`config.mk`:
```
export PLATFORM = sky130hd
export DESIGN_NAME = mem_responder
export DESIGN_NICKNAME = d
export VERILOG_FILES = /design/src/rtl/mem_responder.sv
export SDC_FILE = /design/constraint.sdc
export NUM_CORES = 2
export LEC_CHECK = 0
export BUFFER_PORTS_ARGS = -buffer_cell sky130_fd_sc_hd__buf_4
export CORE_UTILIZATION = 60
export DETAILED_ROUTE_END_ITERATION = 8
export PLACE_DENSITY = 0.74
export SETUP_SLACK_MARGIN = 0.15
export SLEW_MARGIN = 20
export SYNTH_ARGS = -nofsm -noshare
export SYNTH_HDL_FRONTEND = slang
export SYNTH_SLANG_ARGS = --single-unit
```
`constraint.sdc`:
```
create_clock -name clk -period 5.5 [get_ports clk]
set_input_delay 0.55 -clock clk [delete_from_list [all_inputs] [get_ports clk]]
set_output_delay 0.55 -clock clk [all_outputs]
set_load 0.05 [all_outputs]
```
`src/rtl/mem_responder.sv`:
```
// LC-3 style memory responder: fixed-latency RAM access plus memory-mapped
// keyboard (KBSR/KBDR) and display (DSR/DDR) device registers.
module mem_responder #(
    parameter int ADDR_BITS   = 8,
    parameter int WAIT_CYCLES = 2
) (
    input  logic        clk,
    input  logic        aclr,
    input  logic        mio_en,
    input  logic        rw,
    input  logic [15:0] mar,
    input  logic [15:0] mdr_in,
    output logic [15:0] mdr_out,
    output logic        ready,
    input  logic        kb_strobe,
    input  logic [7:0]  kb_char,
    input  logic        disp_ready,
    output logic        disp_valid,
    output logic [7:0]  disp_char
);

    localparam logic [15:0] KBSR_ADDR = 16'hFE00;
    localparam logic [15:0] KBDR_ADDR = 16'hFE02;
    localparam logic [15:0] DSR_ADDR  = 16'hFE04;
    localparam logic [15:0] DDR_ADDR  = 16'hFE06;

    typedef enum logic [1:0] {
        IDLE,
        BUSY,
        DONE
    } state_t;

    state_t      state, next_state;
    logic [3:0]  cnt, cnt_next;
    logic        sample;
    logic        complete;

    logic [15:0] lat_addr;
    logic [15:0] lat_data;
    logic        lat_rw;

    logic [15:0] mem [0:(2**ADDR_BITS)-1];

    logic        kb_rdy;
    logic        kb_ovr;
    logic [7:0]  kbdr;

    logic        is_io;
    logic        do_read;
    logic        do_write;
    logic        rd_kbdr;
    logic        wr_ddr;
    logic [15:0] rd_data;

    // ---------------- FSM ----------------
    always_ff @(posedge clk) begin
        if (aclr) begin
            state <= IDLE;
            cnt   <= '0;
        end else begin
            state <= next_state;
            cnt   <= cnt_next;
        end
    end

    always_comb begin
        next_state = state;
        cnt_next   = cnt;
        sample     = 1'b0;
        complete   = 1'b0;
        case (state)
            IDLE: begin
                if (mio_en) begin
                    sample     = 1'b1;
                    next_state = BUSY;
                    cnt_next   = 4'(WAIT_CYCLES);
                end
            end
            BUSY: begin
                if (cnt == 4'd1) begin
                    complete   = 1'b1;
                    next_state = DONE;
                    cnt_next   = '0;
                end else begin
                    cnt_next = cnt - 4'd1;
                end
            end
            DONE: begin
                next_state = IDLE;
            end
            default: begin
                next_state = IDLE;
                cnt_next   = '0;
            end
        endcase
    end

    // ---------------- access decode ----------------
    always_comb begin
        is_io    = (lat_addr == KBSR_ADDR) || (lat_addr == KBDR_ADDR) ||
                   (lat_addr == DSR_ADDR)  || (lat_addr == DDR_ADDR);
        do_read  = complete && !lat_rw;
        do_write = complete && lat_rw;
        rd_kbdr  = do_read && (lat_addr == KBDR_ADDR);
        wr_ddr   = do_write && (lat_addr == DDR_ADDR);
    end

    always_comb begin
        rd_data = '0;
        case (lat_addr)
            KBSR_ADDR: rd_data = {kb_rdy, kb_ovr, 14'b0};
            KBDR_ADDR: rd_data = {8'b0, kbdr};
            DSR_ADDR:  rd_data = {disp_ready, 15'b0};
            DDR_ADDR:  rd_data = {8'b0, disp_char};
            default:   rd_data = mem[lat_addr[ADDR_BITS-1:0]];
        endcase
    end

    // ---------------- request latch ----------------
    always_ff @(posedge clk) begin
        if (aclr) begin
            lat_addr <= '0;
            lat_data <= '0;
            lat_rw   <= 1'b0;
        end else if (sample) begin
            lat_addr <= mar;
            lat_data <= mdr_in;
            lat_rw   <= rw;
        end
    end

    // RAM keeps its contents across reset; aclr only blocks the write.
    always_ff @(posedge clk) begin
        if (!aclr && do_write && !is_io) begin
            mem[lat_addr[ADDR_BITS-1:0]] <= lat_data;
        end
    end

    // ---------------- response / display ----------------
    always_ff @(posedge clk) begin
        if (aclr) begin
            ready      <= 1'b0;
            mdr_out    <= '0;
            disp_valid <= 1'b0;
            disp_char  <= '0;
        end else begin
            ready      <= complete;
            disp_valid <= wr_ddr;
            if (do_read) begin
                mdr_out <= rd_data;
            end
            if (wr_ddr) begin
                disp_char <= lat_data[7:0];
            end
        end
    end

    // A strobe landing on a KBDR read completion is treated as arriving
    // just after the read: the read clears status, then the new char lands.
    always_ff @(posedge clk) begin
        if (aclr) begin
            kbdr   <= '0;
            kb_rdy <= 1'b0;
            kb_ovr <= 1'b0;
        end else if (kb_strobe) begin
            if (kb_rdy && !rd_kbdr) begin
                kb_ovr <= 1'b1;
            end else begin
                kbdr   <= kb_char;
                kb_rdy <= 1'b1;
                if (rd_kbdr) begin
                    kb_ovr <= 1'b0;
                end
            end
        end else if (rd_kbdr) begin
            kb_rdy <= 1'b0;
            kb_ovr <= 1'b0;
        end
    end

endmodule

```
==> results.json <==
{
  "status": "finished, final reports clean",
  "worstPathRequired_ns": 6.31,
  "wire_per_inst_um": 39.0,
  "via_count": 82971,
  "syn_nets": 7296,
  "setup_viol": 0,
  "syn_avg_cell_area_um2": 22.2,
  "synth_top_cell_by_area": "edfxtp_1",
  "pin_count": 72,
  "drive_above_1_share_pct": 29.1,
  "comb_power_share_pct": 5.7,
  "grt_max_degree": 222,
  "powerDensity_nw_per_um2": 366,
  "core-area_um2": 266000,
  "p_sw_w": 0.0146,
  "worst_pin_slew_ns": 1.35,
  "drc": 0,
  "cts_resized": 0,
  "synth_area_um2": 161000,
  "die-area_um2": 270000,
  "clkSinkCount": 4179,
  "finalCritPeriodShare_pct": 86.4,
  "fp.dieW_um": 520,
  "cts_root_buf": "clkbuf_16",
  "finalClockSkew_ns": 0.111,
  "whs_path_depth": 3,
  "hpwlAfterDp_mm": 274,
  "place_ws_ns": 0.713,
  "drt-pass1-iter-count": 9,
  "area_growth_pct": 12.9,
  "yosys_register_bits": 4179,
  "switching_share_pct": 21.9,
  "grt_setup_unrepaired": "no",
  "critical_path_arrival_ns": 5.57,
  "worstSetupPathType": "flop to flop",
  "slew_violations": 0,
  "num_rows": 189,
  "ant_nets": 0,
  "finish.net_count": 7884,
  "cts_buffer_depth": 4,
  "power_leakage_nw": 54.9,
  "min_period_ns": 4.75,
  "drv_cap": 0,
  "ys.flop_type": "edfxtp_1",
  "vias_per_cell": 7.08,
  "tritoncts.num_buffers": 407,
  "die_h_um": 520,
  "clk_pin_slew_ns": 0.07,
  "worst_slack_ns": 0.747,
  "hold_violations": 0,
  "synth_area_leaders": "edfxtp_1 (76%), mux4_2 (15%), mux2i_1 (1.1%)",
  "drtIter0Drc": 13823,
  "reg2reg_depth": 8,
  "synth_edf_count": 4096,
  "grt-ovfl-total": 0,
  "drt-total-wl_mm": 456,
  "tritoncts": "yes",
  "async_reset_ff_share_pct": 0,
  "fmax_ghz": 0.210,
  "gp_congestion": 0.969,
  "grt_antenna_before_repair": 30,
  "holdWs_ns": 0.106,
  "tns_ns": 0,
  "p_seq_share_pct": 53.1,
  "yosys_warnings": 0,
  "grt_pass1_vias": 81922,
  "grt_usage_pct": 34.1,
  "clkPwrFrac_pct": 41.2,
  "insertion_delay_ns": 0.98,
  "synthDistinctLibCells": 75,
  "crit_fanout": 31,
  "post-synth-top-area-fraction_pct": 76.4,
  "p_int_w": 0.0519,
  "portBuffers": 71,
  "start_kind": "flop",
  "hold_path.class": "primary input to flop",
  "h-tree-depth": 5,
  "ir_drop_mv": 0.355,
  "synthCells": 7248,
  "maxSlewHeadroom_pct": 9.96,
  "grt_first_pass_wirelength_mm": 635,
  "layout_common_cells": "edfxtp_1 (4,096), mux4_2 (1,094), buf_4 (485), clkbuf_16 (411), nor2_1 (278)",
  "synth-seq-area-share_pct": 77.4,
  "layout_commonest_cell": "edfxtp_1",
  "initial_core_util_pct": 60.5,
  "crit_path_end_kind": "flop"
}
[cells in the mapped netlist (12+ instances only)]
library cell and number:
mux2_2 30, inv_1 12, o22ai_1 49, nand2b_1 23, a22oi_1 65, nand3_1 51, a31oi_1 20, o211ai_1 17
a21oi_1 106, buf_6 50, buf_1 31, dfxtp_1 83, a2111oi_0 13, a211oi_1 41, o21ai_0 41, buf_2 104
and2_1 19, nor3_1 44, mux2i_1 177, a22o_1 23, mux4_2 1094, edfxtp_1 4096, nand2_1 258, and3_1 17
buf_4 71, clkbuf_1 152, nand4_1 20, o221ai_1 13, nor2_1 343, nor2b_1 46, nor4_1 17
[worst paths after layout]
check	start	end	slack [ns]
setup / recovery	flop	mdr_out[8]	0.75
hold / removal	mar[2]	lat_addr[2]	0.11
setup reg to reg	flop	mdr_out[8]	0.75
hold reg to reg	lat_addr[15]	lat_addr[15]	0.46
[layout make-up]
class | instances | area, um2
antenna | 14 | 35.0
clock buffer | 506 | 10800
clock inverter | 234 | 2240
fill | 15671 | 84300
inverter | 13 | 58.8
multi-input combinational | 2644 | 34200
sequential | 4179 | 125000
tap | 3533 | 4420
timing repair buffer | 591 | 5270
[through the flow]
stage               area (um2)  instances  utilization, %  power (W)
floorplan               161000       7248               -     0.0382
global placement        168000      10905            63.2     0.0395
detailed placement      168000      10907            63.2     0.0396
CTS                     182000      11697            68.3     0.0665
global route            182000      11701            68.3     0.0678
finish                  182000      11714            68.3     0.0665
[timing repair]
action / CTS / global route
hold buffers: 50 / 0
hold endpoints to repair: 56 / 0
setup buffers: 0 / 0
[metal layers]
metal | GRT usage (%) | vias to the layer above | routed length, um
met2 | 50.8 | 6804 | 209000
met5 | 0.0702 | - | 204
met1 | 45.4 | 43126 | 152000
li1 | - | 31759 | -
met4 | 20.1 | 22 | 32300
met3 | 9.79 | 1260 | 63200
[critical path: stages (launching register included)]
cell and delay (ns):
dfxtp_4 1.07, buf_4 0.66, mux4_2 0.57, and2_1 0.17, a2111oi_1 0.88, nor4_1 0.28, nand4_1 0.48, o211ai_1 0.16
a32o_1 0.30
[power groups by stage]
stage               Sequential [W]  Combinational, W  Clock [W]
CTS                         0.0353           0.00365     0.0275
global route                0.0353           0.00383     0.0286
finish                      0.0353           0.00376     0.0274
floorplan                   0.0362           0.00198          0
detailed placement          0.0360           0.00359          0
global placement            0.0360           0.00352          0
[sequential cells by signal (all words and copies together) (netlist names), 2 cells and up, named ones only]
name / cells
lat_data: 16
mem: 4096
cnt: 4
kbdr: 8
disp_char: 8
lat_addr: 16
mdr_out: 16
state: 2
[cell families after synthesis]
family / synth area share, %
AO/OA/AOI/OAI: 1.94
multiplexers: 16.6
flip-flops: 77.4
adder cells (fa/ha/maj): 0.0155
AND/OR/NAND/NOR: 2.48
buffers and inverters: 1.50
(Power assumes the default switching activity.)
